[config.mk]
export PLATFORM = sky130hd
export DESIGN_NAME = snes_port_sequencer
export DESIGN_NICKNAME = d
export VERILOG_FILES = /design/src/rtl/snes_port_pkg.sv /design/src/rtl/snes_port_sequencer_sync_edge.sv /design/src/rtl/snes_port_sequencer.sv
export SDC_FILE = /design/constraint.sdc
export NUM_CORES = 1
export LEC_CHECK = 0
export ABC_AREA = 0
export BUFFER_PORTS_ARGS = -buffer_cell sky130_fd_sc_hd__buf_2
export CAP_MARGIN = 10
export CORE_ASPECT_RATIO = 0.7
export CORE_UTILIZATION = 35
export CTS_CLUSTER_DIAMETER = 30
export DETAILED_ROUTE_END_ITERATION = 8
export PLACE_DENSITY_LB_ADDON = 0.1
export SETUP_SLACK_MARGIN = 0.4
export SLEW_MARGIN = 20
export SYNTH_ARGS = -nofsm -noshare
export SYNTH_HDL_FRONTEND = slang
export SYNTH_SLANG_ARGS = --single-unit
[constraint.sdc]
create_clock -name system_clock -period 6 [get_ports system_clock]
set_input_delay 1.2 -clock system_clock [delete_from_list [all_inputs] [get_ports system_clock]]
set_output_delay 1.2 -clock system_clock [all_outputs]
set_load 0.005 [all_outputs]
[src/rtl/snes_port_pkg.sv]
// Shared types and defaults for the SNES/NES controller port sequencer.
package snes_port_pkg;

  localparam int   NBITS_DEF    = 16;
  localparam int   TIMEOUT_DEF  = 20000;
  localparam logic FILL_BIT_DEF = 1'b1;

  typedef enum logic [1:0] {
    IDLE  = 2'd0,
    LATCH = 2'd1,
    SHIFT = 2'd2,
    DONE  = 2'd3
  } state_t;

  // Observation bundle: FSM state plus the synchronised pin levels and edges.
  typedef struct packed {
    state_t state;
    logic   latch_s;
    logic   clk_s;
    logic   latch_rise;
    logic   clk_rise;
    logic   clk_fall;
  } dbg_t;

  // Counter width able to hold TIMEOUT_CYCLES-1.
  function automatic int timeout_width(input int cycles);
    return (cycles < 3) ? 1 : $clog2(cycles);
  endfunction

endpackage

[src/rtl/snes_port_sequencer_sync_edge.sv]
// Multi-flop synchroniser for one asynchronous console pin, with rise/fall
// detection against one further registered copy of the synchronised level.
module sync_edge #(
  parameter int STAGES = 2
) (
  input  logic i_clk,
  input  logic i_rst_n,
  input  logic i_async,
  output logic o_level,
  output logic o_rise,
  output logic o_fall
);

  logic [STAGES-1:0] r_chain;
  logic              r_prev;

  always_ff @(posedge i_clk or negedge i_rst_n) begin
    if (!i_rst_n) begin
      r_chain <= '0;
      r_prev  <= 1'b0;
    end else begin
      r_chain <= {r_chain[STAGES-2:0], i_async};
      r_prev  <= r_chain[STAGES-1];
    end
  end

  assign o_level = r_chain[STAGES-1];
  assign o_rise  = r_chain[STAGES-1] & ~r_prev;
  assign o_fall  = ~r_chain[STAGES-1] & r_prev;

endmodule

[src/rtl/snes_port_sequencer.sv]
// Latch/shift frame engine for one console controller port: synchronises the
// pad pins, holds the latest USB snapshot and drives 4021-style serial data.
module snes_port_sequencer
  import snes_port_pkg::*;
#(
  parameter int   NBITS          = NBITS_DEF,
  parameter int   SYNC_STAGES    = 2,
  parameter int   TIMEOUT_CYCLES = TIMEOUT_DEF,
  parameter logic FILL_BIT       = FILL_BIT_DEF,
  localparam int  CW             = $clog2(NBITS + 1)
) (
  input  logic             system_clock,
  input  logic             rst_n,
  input  logic             pad_latch,
  input  logic             pad_clk,
  output logic             pad_data,
  input  logic             upd_valid,
  output logic             upd_ready,
  input  logic [NBITS-1:0] upd_buttons,
  output logic             frame_strobe,
  output logic             frame_abort,
  output logic [CW-1:0]    bit_count,
  output dbg_t             o_dbg,
  output logic [NBITS-1:0] o_dbg_pending
);

  localparam int            TW       = timeout_width(TIMEOUT_CYCLES);
  localparam logic [TW-1:0] TMR_LAST = TW'(TIMEOUT_CYCLES - 1);
  localparam logic [TW-1:0] TMR_MAX  = '1;
  localparam logic [CW-1:0] BC_LAST  = CW'(NBITS - 1);

  logic w_latch_s, w_latch_rise, w_latch_fall;
  logic w_clk_s, w_clk_rise, w_clk_fall;

  sync_edge #(.STAGES(SYNC_STAGES)) u_sync_latch (
    .i_clk   (system_clock),
    .i_rst_n (rst_n),
    .i_async (pad_latch),
    .o_level (w_latch_s),
    .o_rise  (w_latch_rise),
    .o_fall  (w_latch_fall)
  );

  sync_edge #(.STAGES(SYNC_STAGES)) u_sync_clk (
    .i_clk   (system_clock),
    .i_rst_n (rst_n),
    .i_async (pad_clk),
    .o_level (w_clk_s),
    .o_rise  (w_clk_rise),
    .o_fall  (w_clk_fall)
  );

  state_t           r_state, w_state_n;
  logic [NBITS-1:0] r_pending, r_shreg, w_shreg_n;
  logic [CW-1:0]    r_bit_count, w_bc_n;
  logic [TW-1:0]    r_tmr, w_tmr_n;
  logic             r_pad_data, w_pad_n;
  logic             r_strobe, w_strobe_n;
  logic             r_abort, w_abort_n;
  logic             w_shift;

  // Snapshot handshake: a transfer happens on any edge where upd_valid and
  // upd_ready are both high; ready drops only while the console holds latch,
  // and an accepted snapshot simply replaces the pending one.
  assign upd_ready = ~w_latch_s;

  always_ff @(posedge system_clock or negedge rst_n) begin
    if (!rst_n) begin
      r_state <= IDLE;
    end else begin
      r_state <= w_state_n;
    end
  end

  // A latch rise always restarts the frame, pre-empting shifts and timeouts.
  always_comb begin
    w_state_n  = r_state;
    w_shift    = 1'b0;
    w_strobe_n = 1'b0;
    w_abort_n  = 1'b0;
    if (w_latch_rise) begin
      w_state_n = LATCH;
    end else begin
      case (r_state)
        IDLE:  w_state_n = IDLE;
        LATCH: begin
          if (w_latch_fall) begin
            w_state_n  = SHIFT;
            w_strobe_n = 1'b1;
          end
        end
        SHIFT: begin
          if (w_clk_rise) begin
            w_shift = 1'b1;
            if (r_bit_count == BC_LAST) w_state_n = DONE;
          end else if (r_tmr == TMR_LAST) begin
            w_state_n = IDLE;
            w_abort_n = 1'b1;
          end
        end
        DONE:    w_state_n = DONE;
        default: w_state_n = IDLE;
      endcase
    end
  end

  always_comb begin
    w_shreg_n = r_shreg;
    if (w_state_n == LATCH) begin
      w_shreg_n = r_pending;
    end else if (w_shift) begin
      w_shreg_n = {FILL_BIT, r_shreg[NBITS-1:1]};
    end
  end

  // pad_data is decoded from next-state values so the pin comes straight
  // from a flop and never glitches.
  always_comb begin
    w_pad_n = FILL_BIT;
    if (w_state_n == LATCH || w_state_n == SHIFT) w_pad_n = w_shreg_n[0];
  end

  always_comb begin
    w_bc_n = r_bit_count;
    if (w_state_n == LATCH || w_state_n == IDLE) begin
      w_bc_n = '0;
    end else if (w_shift) begin
      w_bc_n = r_bit_count + 1'b1;
    end
  end

  always_comb begin
    w_tmr_n = r_tmr;
    if (w_state_n != SHIFT || r_state != SHIFT || w_clk_rise) begin
      w_tmr_n = '0;
    end else if (r_tmr != TMR_MAX) begin
      w_tmr_n = r_tmr + 1'b1;
    end
  end

  always_ff @(posedge system_clock or negedge rst_n) begin
    if (!rst_n) begin
      r_pending   <= '1;
      r_shreg     <= '1;
      r_bit_count <= '0;
      r_tmr       <= '0;
      r_pad_data  <= 1'b1;
      r_strobe    <= 1'b0;
      r_abort     <= 1'b0;
    end else begin
      if (upd_valid && upd_ready) r_pending <= upd_buttons;
      r_shreg     <= w_shreg_n;
      r_bit_count <= w_bc_n;
      r_tmr       <= w_tmr_n;
      r_pad_data  <= w_pad_n;
      r_strobe    <= w_strobe_n;
      r_abort     <= w_abort_n;
    end
  end

  assign pad_data      = r_pad_data;
  assign frame_strobe  = r_strobe;
  assign frame_abort   = r_abort;
  assign bit_count     = r_bit_count;
  assign o_dbg_pending = r_pending;

  always_comb begin
    o_dbg.state      = r_state;
    o_dbg.latch_s    = w_latch_s;
    o_dbg.clk_s      = w_clk_s;
    o_dbg.latch_rise = w_latch_rise;
    o_dbg.clk_rise   = w_clk_rise;
    o_dbg.clk_fall   = w_clk_fall;
  end

endmodule

==> results of run 1 <==
==> cell usage after synthesis (2+ instances only) <==
cell | n | area, sq um
a21o_1 | 13 | 97.6
nor4_1 | 5 | 31.3
or4b_1 | 2 | 20.0
nor2b_1 | 4 | 25.0
dfrtp_1 | 30 | 751
and3_1 | 4 | 25.0
buf_4 | 7 | 52.6
a21oi_1 | 10 | 50.1
nor2_1 | 18 | 67.6
a22o_1 | 12 | 105
nor3b_1 | 2 | 15.0
or3_1 | 3 | 18.8
a221o_1 | 3 | 30.0
or4_1 | 3 | 22.5
dfstp_2 | 33 | 867
nand2b_1 | 3 | 18.8
o31ai_1 | 5 | 37.5
mux2_2 | 16 | 180
nand2_1 | 9 | 33.8
clkbuf_1 | 5 | 18.8
o21ai_0 | 2 | 10.0
o21a_1 | 2 | 15.0
nand3_1 | 7 | 35.0
ha_1 | 3 | 37.5
xor2_1 | 2 | 17.5
or2_2 | 2 | 12.5
a31oi_1 | 3 | 18.8
inv_1 | 7 | 26.3
nor3_1 | 6 | 30.0
nand4_1 | 7 | 43.8
==> stage by stage <==
stage	utilization, %	worst slack, ps	instance area (sq um)
2_1_floorplan	-	3640	2870
3_3_place_gp	40.6	3720	3210
3_5_place_dp	40.6	3710	3210
4_1_cts	44.0	3350	3480
5_1_grt	44.0	3230	3480
6_report	44.0	3360	3480
==> metal layers <==
layer / track usage, % / share of wire, % / routed length [um]
met1: 23.2 / 53 / 3200
met2: 20.3 / 39 / 2330
met3: 7.14 / 6.9 / 417
met4: 4.74 / 1.2 / 72
met5: 0 / 0 / 0
==> cells by family after synthesis <==
kind of cell	count (synthesis)	synth area share [%]
compound gates	56	14.8
xor+xnor	3	0.915
fa+ha+maj	3	1.31
buf+inv	23	4.22
flops	63	56.3
mux	17	6.62
simple gates	81	15.8
==> sequential cells by signal, indices dropped and copies added (netlist names) <==
| signal | cells |
|---|---|
| bit_count | 5 |
| u_sync_latch.r_chain | 2 |
| frame_strobe | 1 |
| r_state | 2 |
| frame_abort | 1 |
| u_sync_latch.r_prev | 1 |
| pad_data | 1 |
| o_dbg_pending | 16 |
| r_shreg | 16 |
| u_sync_clk.r_chain | 2 |
| r_tmr | 15 |
| u_sync_clk.r_prev | 1 |
==> layout make-up <==
cell class / instances / area (sq um) / area share [%]
sequential: 63 / 1620 / 46.5
timing repair buffer: 57 / 298 / 8.56
inverter: 8 / 30.0 / 0.863
clock buffer: 15 / 268 / 7.70
tap: 101 / 126 / 3.63
clock inverter: 1 / 5.00 / 0.144
multi-input combinational: 160 / 1130 / 32.6
==> worst paths after layout <==
kind                                         start                       to  slack [ps]  cells past startpoint
min reg2reg                u_sync_latch.r_chain[0]  u_sync_latch.r_chain[1]         340                      0
min in group asynchronous                    rst_n    u_sync_clk.r_chain[1]        1030                      2
min                        u_sync_latch.r_chain[0]  u_sync_latch.r_chain[1]         340                      0
max                          u_sync_clk.r_chain[1]                 o_dbg[1]        3360                      2
max reg2reg                               r_tmr[0]                 r_tmr[1]        3710                      6
max in group asynchronous                    rst_n        u_sync_clk.r_prev        4430                      2
==> critical path, cell delays in order (launching register included) <==
cell and delay, ps:
dfrtp_1 380, nor2b_1 510, buf_2 220
==> power by group through the flow <==
stage,sequential (mW),combinational (mW),clock (mW)
3_3_place_gp,0.559,0.150,0
2_1_floorplan,0.553,0.0971,0
5_1_grt,0.562,0.167,0.513
6_report,0.553,0.148,0.473
4_1_cts,0.554,0.151,0.488
3_5_place_dp,0.560,0.150,0
==> impl_metrics.yaml, run 1 <==
setup_path:
  worst-setup-path-type: "flop to primary output"
  crit_required_ps: 4800
  arrival_ps: 1440
  critPathCaptureType: "primary output"
  critPathMaxFanout: 7
  cp-start-kind: "flop"
min_path:
  hp-class: "flop to flop"
floorplanning:
  die_w_um: 110
  num_rows: 27
  core_area_sq_mm: 0.00791
  fp.dieH_um: 77.8
  dieArea_sq_mm: 0.00858
  start_util_pct: 36.3
  pin_count: 53
synthesis:
  syn_area_per_cell_sq_um: 11.7
  synth_seq_cells: 63
  synthArstFlopShare_pct: 100
  syn-num-nets: 270
  synthFlopType: "dfstp_2"
  synth_area_sq_mm: 0.00287
  synth-edff-count: 0
  yosys_warnings: 0
  syn_inst: 246
  yosysSeqAreaShare_pct: 56.3
  synth.distinct_cells: 48
clock_network:
  clockRootBuffer: "clkbuf_16"
  htreeDepth: 3
  cts_resized: 0
  postCtsSetupBuffers: 0
  clock_tree.buffer_depth: 2
  cts_hold_buf: 0
  clk_pin_slew_ps: 50
  numCtsBuffers: 9
  tritoncts: "built"
  cts.sinks: 63
  clk_latency_ps: 330
routing:
  routedWlPerCell_um: 14.9
  ant_nets: 0
  drtIter0Drc: 121
  drt_drc_violations_left: 0
  routed_wl_mm: 6.02
  vias_per_cell: 5.15
  vias: 2087
  drtPass1Iterations: 4
outcome:
  status: "completed"
place:
  port_buffers: 52
  gp_congestion: 0.802
  place_inst: 389
  place_hpwl_mm: 3.99
finish:
  fin_cells: 405
  nNetsFinal: 323
  drive_above_1_share_pct: 41.8
  layout_common_cells: "buf_2 (52), dfstp_2 (33), dfrtp_1 (30), nor2_1 (18), mux2_2 (16)"
  syn_to_final_growth_pct: 21.1
  fillers: 778
  mostFrequentLayoutCell: "buf_2"
  antennaDiodeCount: 0
sta:
  skew_ps: 4.91
  slew-limit-headroom_pct: 30.2
  hold_slack_ps: 345
  period_needed_ps: 2640
  tightest_slew_ps: 1040
  finalSetupViolations: 0
  hold_viol: 0
  fin_crit_sh_pct: 44.0
  slew_viol_final: 0
  fmax_mhz: 379
  rsz0062_at_grt: "no"
  fin_tns_setup_ps: 0
run:
  cap_violations: 0
pwr:
  p_int_mw: 0.897
  power_frac_comb_pct: 12.6
  power_mw: 1.17
  power.density_mw_per_mm2: 338
  pwr-share-clk_pct: 40.3
  p_sw_share_pct: 23.6
  p_leak_nw: 1.54
  peakVddDrop_v: 0.000226
  switchingPower_mw: 0.277
  p_seq_share_pct: 47.1
grt:
  grt_pass1_wl_mm: 9.87
  globalRouteOverflowTotal: 0
  grt_max_degree: 64
  grt_pass1_vias: 1913
  antenna_found_initial: 0
  grt_usage_pct: 15.8
Power figures use the tool's default switching activity.
==> run 2: changes to the inputs <==
==> constraint.sdc (replaced) <==
create_clock -name system_clock -period 2.7 [get_ports system_clock]
set_input_delay 0.54 -clock system_clock [delete_from_list [all_inputs] [get_ports system_clock]]
set_output_delay 0.54 -clock system_clock [all_outputs]
set_load 0.005 [all_outputs]
==> run 2 against run 1 <==
Via count increased by 3.0%. Sequential power increased by 120%. Highest routed layer unchanged. Non-clock buffer count increased by 4. Clock skew decreased by 2.4 ps. Worst setup slack got worse by 2800 ps.
==> impl_metrics.yaml, run 2 (synthesis gave the netlist of run 1 again) <==
grt:
  grt_pass1_vias: 2040
  grt_max_degree: 37
  globalRouteOverflowTotal: 0
  antenna_found_initial: 0
  grt_pass1_wl_mm: 10.3
  grt_usage_pct: 16.0
floorplanning:
  die_w_um: 110
  start_util_pct: 36.3
  fp.dieH_um: 77.8
  core_area_sq_mm: 0.00791
  dieArea_sq_mm: 0.00858
  pin_count: 53
  num_rows: 27
sta:
  hold_viol: 0
  finalSetupViolations: 0
  rsz0062_at_grt: "no"
  slew_viol_final: 0
  fmax_mhz: 471
  slew-limit-headroom_pct: 54.8
  fin_crit_sh_pct: 78.6
  fin_tns_setup_ps: 0
  skew_ps: 2.52
  period_needed_ps: 2120
  tightest_slew_ps: 672
place:
  place_area_sq_mm: 0.00324
  place_hpwl_mm: 4.24
  port_buffers: 52
  gp_congestion: 0.765
routing:
  routed_wl_mm: 6.08
  vias_per_cell: 5.26
  drtPass1Iterations: 7
  ant_nets: 0
  routedWlPerCell_um: 14.9
  vias: 2150
  drt_drc_violations_left: 0
  drtIter0Drc: 117
setup_path:
  arrival_ps: 2370
  critPathSlowestCell: "or4_4"
  crit_chain: "or4b_1, or4_4, o31ai_4, inv_2, a21oi_1"
  crit_required_ps: 2950
  path_buf_inv: 1
  critPathCaptureType: "flop"
  crit_family: "simple AND/OR/NAND/NOR gates"
  crit_path_max_incr_delay_ps: 560
  cp-start-kind: "flop"
  worst-setup-path-type: "flop to flop"
  critPathMaxFanout: 6
clock_network:
  cts.sinks: 63
  clk_latency_ps: 320
  numCtsBuffers: 9
  clockRootBuffer: "clkbuf_16"
  clk_pin_slew_ps: 50
  clock_tree.buffer_depth: 2
  htreeDepth: 3
  tritoncts: "built"
finish:
  syn_to_final_growth_pct: 23.5
  mostFrequentLayoutCell: "buf_2"
  final_cell_area_sq_mm: 0.00355
  layout_common_cells: "buf_2 (52), dfstp_2 (33), dfrtp_1 (30), nor2_1 (18), mux2_2 (16)"
  drive_above_1_share_pct: 44.2
  fillers: 794
  antennaDiodeCount: 0
  nNetsFinal: 327
outcome:
  status: "completed"
pwr:
  power.density_mw_per_mm2: 771
  peakVddDrop_v: 0.000283
  p_leak_nw: 1.57
run:
  cap_violations: 0
min_path:
  hp-class: "input pin to async pin"
[run 2: timing repair]
action,4_1_cts,5_1_grt
hold buffers,0,0
gates resized for setup,0,1
endpoints found under the setup margin,0,10
setup buffers,0,0
[run 2: layer usage]
| layer | GRT usage [%] | share of wire (%) |
|---|---|---|
| met1 | 23.4 | 52 |
| met2 | 21.1 | 41 |
| met3 | 5.13 | 5.2 |
| met4 | 7.24 | 1.7 |
| met5 | 0 | 0 |
[run 2: final timing paths]
kind,end,from,cells after the start,slack [ps]
max in group asynchronous,r_shreg[13],rst_n,2,2070
min reg2reg,u_sync_clk.r_chain[1],u_sync_clk.r_chain[0],0,350
max,pad_data,r_tmr[7],5,580
min,u_sync_clk.r_chain[1],rst_n,2,230
max reg2reg,pad_data,r_tmr[7],5,580
min in group system_clock,u_sync_clk.r_chain[0],pad_clk,1,320
[run 2: cell type report]
type                    instances  area, sq um  area share [%]
flip-flops and latches         63         1620            45.6
multi-input cells             160         1140            32.0
repair buffers                 61          328            9.24
clock buffers                  11          253            7.13
well taps                     101          126            3.56
clock inverters                 5         56.3            1.59
inverters                       8         30.0           0.847
[run 2: power by group]
part	internal (mW)	switching [mW]	total, mW
logic	0.179	0.157	0.337
clock network	0.762	0.406	1.17
registers	1.15	0.0813	1.23
total	2.09	0.645	2.73
[run 2: stage by stage]
step	utilization, %	total power, mW	cells	worst slack (ps)	hold WS [ps]
after floorplan	-	1.44	246	740	244
after global placement	40.9	1.58	393	491	337
after detailed placement	40.9	1.59	393	470	335
after CTS	44.8	2.78	409	452	238
after global routing	44.9	2.87	409	457	270
final	44.9	2.73	409	577	226
[run 2: worst register-to-register path, delay by kind of cell (launching register included)]
family	cells	cell delay, ps
flops	1	410
compound gates	2	480
buf+inv	1	70
simple gates	2	1100
==> run 3: changes to the inputs <==
--- a/config.mk
+++ b/config.mk
@@ -5,7 +5,7 @@
 export SDC_FILE = /design/constraint.sdc
 export NUM_CORES = 1
 export LEC_CHECK = 0
-export ABC_AREA = 0
+export ABC_AREA = 1
 export BUFFER_PORTS_ARGS = -buffer_cell sky130_fd_sc_hd__buf_2
 export CAP_MARGIN = 10
 export CORE_ASPECT_RATIO = 0.7
==> constraint.sdc (replaced) <==
create_clock -name system_clock -period 2.1 [get_ports system_clock]
set_input_delay 0.42 -clock system_clock [delete_from_list [all_inputs] [get_ports system_clock]]
set_output_delay 0.42 -clock system_clock [all_outputs]
set_load 0.005 [all_outputs]
==> run 3 against run 2 <==
Clock skew increased by 6.7 ps. Clock power up 29%. First-iteration DRC count shrank 18%. Sequential power grew 32%. Total power grew 37%. Synthesized area grew 9.1%. Final area is 16% higher. Sequential cell count did not move. Maximum frequency up 31%. Register-to-register slack worse by 96 ps. Critical path depth increased by 4.
==> impl_metrics.yaml, run 3 <==
min_path:
  hp-class: "input pin to async pin"
finish:
  antennaDiodeCount: 0
  syn_to_final_growth_pct: 31.8
  nNetsFinal: 420
  mostFrequentLayoutCell: "nand2_1"
  layout_common_cells: "nand2_1 (74), buf_2 (52), nand3_1 (33), dfstp_2 (33), inv_1 (32)"
  postLayoutCoreUtil_pct: 48.1
  drive_above_1_share_pct: 46.9
  fin_cells: 521
clock_network:
  numCtsBuffers: 9
  tritoncts: "built"
  clk_latency_ps: 330
  htreeDepth: 3
  clock_tree.buffer_depth: 2
  clk_pin_slew_ps: 50
  cts_hold_buf: 0
  clockRootBuffer: "clkbuf_16"
  cts.sinks: 63
setup_path:
  worst-setup-path-type: "flop to flop"
  reg2reg_to: "r_tmr[12]"
  arrival_ps: 1880
  crit_required_ps: 2360
  reg2reg_depth: 9
  crit_path_max_incr_delay_ps: 390
  r2r_slack_ps: 480
  r2r-start: "bit_count[0]"
  crit_top_cell: "nand3_4"
  critPathSlowestCell: "dfrtp_1"
  critPathCaptureType: "flop"
  cp-start-kind: "flop"
  crit_chain: "ha_2, and3_4, ha_4, nand3_4, nand3_4, inv_2, nand4_4, clkbuf_16, nor2_1"
  critPathMaxFanout: 7
routing:
  vias: 2355
  vias_per_cell: 4.52
  routed_wl_mm: 6.98
  drtPass1Iterations: 4
  drt_drc_violations_left: 0
  routedWlPerCell_um: 13.4
  ant_nets: 0
  drtIter0Drc: 96
place:
  place_inst: 493
  place_hpwl_mm: 4.40
  gp_congestion: 0.795
  pre_cts_ws_ps: 160
  port_buffers: 52
grt:
  globalRouteOverflowTotal: 0
  grt_pass1_vias: 2231
  grt_max_degree: 64
  grt_pass1_wl_mm: 11.1
  antenna_found_initial: 0
  grt_usage_pct: 16.2
synthesis:
  syn_area_per_cell_sq_um: 9.53
  synth_seq_cells: 63
  synth_area_leaders: "dfstp_2 (28%), dfrtp_1 (24%), nand2_1 (9.0%)"
  yosys_warnings: 0
  synth_top_area_cell: "dfstp_2"
  synth_area_sq_mm: 0.00313
  syn-num-nets: 353
  synthFlopType: "dfstp_2"
  yosysSeqAreaShare_pct: 51.6
  yosysMostFrequentCell: "nand2_1"
  synth-edff-count: 0
  yosysTopAreaCellShare_pct: 27.7
  syn_inst: 329
  synthTopCellsByCount: "nand2_1 (75), nand3_1 (42), dfstp_2 (33)"
  synth.distinct_cells: 32
  synthArstFlopShare_pct: 100
sta:
  fin_tns_setup_ps: 0
  worst_slack_ps: 480
  period_needed_ps: 1620
  slew_viol_final: 0
  fmax_mhz: 617
  skew_ps: 9.23
  hold_viol: 0
  finalSetupViolations: 0
  fin_crit_sh_pct: 77.1
  slew-limit-headroom_pct: 73.8
  rsz0062_at_grt: "yes"
  hold_slack_ps: 101
  tightest_slew_ps: 393
pwr:
  p_seq_share_pct: 43.2
  peakVddDrop_v: 0.000537
  power_frac_comb_pct: 16.3
  power.density_mw_per_mm2: 905
  pwr-share-clk_pct: 40.5
  switchingPower_mw: 0.967
  p_leak_nw: 1.94
  p_int_mw: 2.77
  p_sw_share_pct: 25.9
floorplanning:
  die_w_um: 115
  dieArea_sq_mm: 0.00934
  num_rows: 28
  fp.dieH_um: 81.2
  pin_count: 53
  start_util_pct: 36.5
  core_area_sq_mm: 0.00858
outcome:
  status: "completed"
run:
  cap_violations: 0
[run 3: changes by cell type in the layout (fill, tap and decap cells not counted), sizes merged, moves of 4 or more]
cell | before | now
nand2 | 9 | 80
nand3 | 7 | 48
inv | 8 | 39
a21o | 13 | 0
a22o | 13 | 0
xor2 | 2 | 10
buf | 61 | 68
o31ai | 6 | 0
nor4 | 5 | 0
or4 | 5 | 0
nor2 | 18 | 22
nor2b | 4 | 0
[run 3: power by group through the flow]
stage               registers (mW)  clock network, mW  logic [mW]
global route                  1.64               1.61       0.695
global placement              1.62                  0       0.502
finish                        1.62               1.51       0.610
floorplan                     1.61                  0       0.338
detailed placement            1.63                  0       0.508
CTS                           1.61               1.56       0.538
[run 3: worst max-delay path by stage]
stage                 start          to  cells after the start  slack (ps)
6_report       bit_count[0]   r_tmr[12]                      9         480
5_1_grt        bit_count[1]  r_shreg[6]                     11         370
2_1_floorplan  bit_count[0]    r_tmr[8]                      9         410
4_1_cts        bit_count[0]    r_tmr[5]                      9         400
3_5_place_dp   bit_count[0]    r_tmr[7]                      8         160
3_3_place_gp   bit_count[1]    r_tmr[7]                      8         230
[run 3: final cells by class]
type,count,area (sq um)
repair buffers,71,524
flip-flops and latches,63,1620
clock buffers,10,250
multi-input cells,213,1390
fillers,832,4450
inverters,38,143
clock inverters,6,56.3
well taps,120,150
[run 3: layer usage]
| metal | GRT usage, % | wire (um) | vias up |
|---|---|---|---|
| met4 | 7.01 | 104 | 0 |
| li1 | - | - | 1187 |
| met1 | 23.3 | 3750 | 1097 |
| met3 | 4.85 | 344 | 10 |
| met2 | 22.3 | 2770 | 61 |
| met5 | 0 | 0 | - |
[run 3: kinds of logic (layout without fill, tap and decap cells)]
family,Yosys count,in the layout,share of synthesized area [%]
and+or+nand+nor,166,166,26.3
DFF,63,63,51.6
buffers and inverters,53,125,8.54
AOI/OAI and AO/OA,17,17,3.47
muxes,16,16,5.75
xor gates and xnor gates,11,11,3.07
adders and majority gates,3,3,1.20
[run 3: timing repair]
action / CTS / global route
resized for setup: 12 / 22
pin swaps: 2 / 17
gates cloned: 1 / 2
setup endpoints to repair: 34 / 34
setup buffers: 5 / 4
endpoints found under the hold margin: 0 / 0
[run 3: through the flow]
| stage | power [mW] | instance area [sq um] |
|---|---|---|
| finish | 3.74 | 4130 |
| global route | 3.94 | 4130 |
| CTS | 3.70 | 3940 |
| detailed placement | 2.13 | 3510 |
| global placement | 2.13 | 3510 |
| floorplan | 1.95 | 3150 |
[run 3: critical path: cells and delay by family (launching register included)]
kind          cells  cell delay [ps]
simple gates      5              530
buf+inv           2              280
fa+ha+maj         2              340
flops             1              390
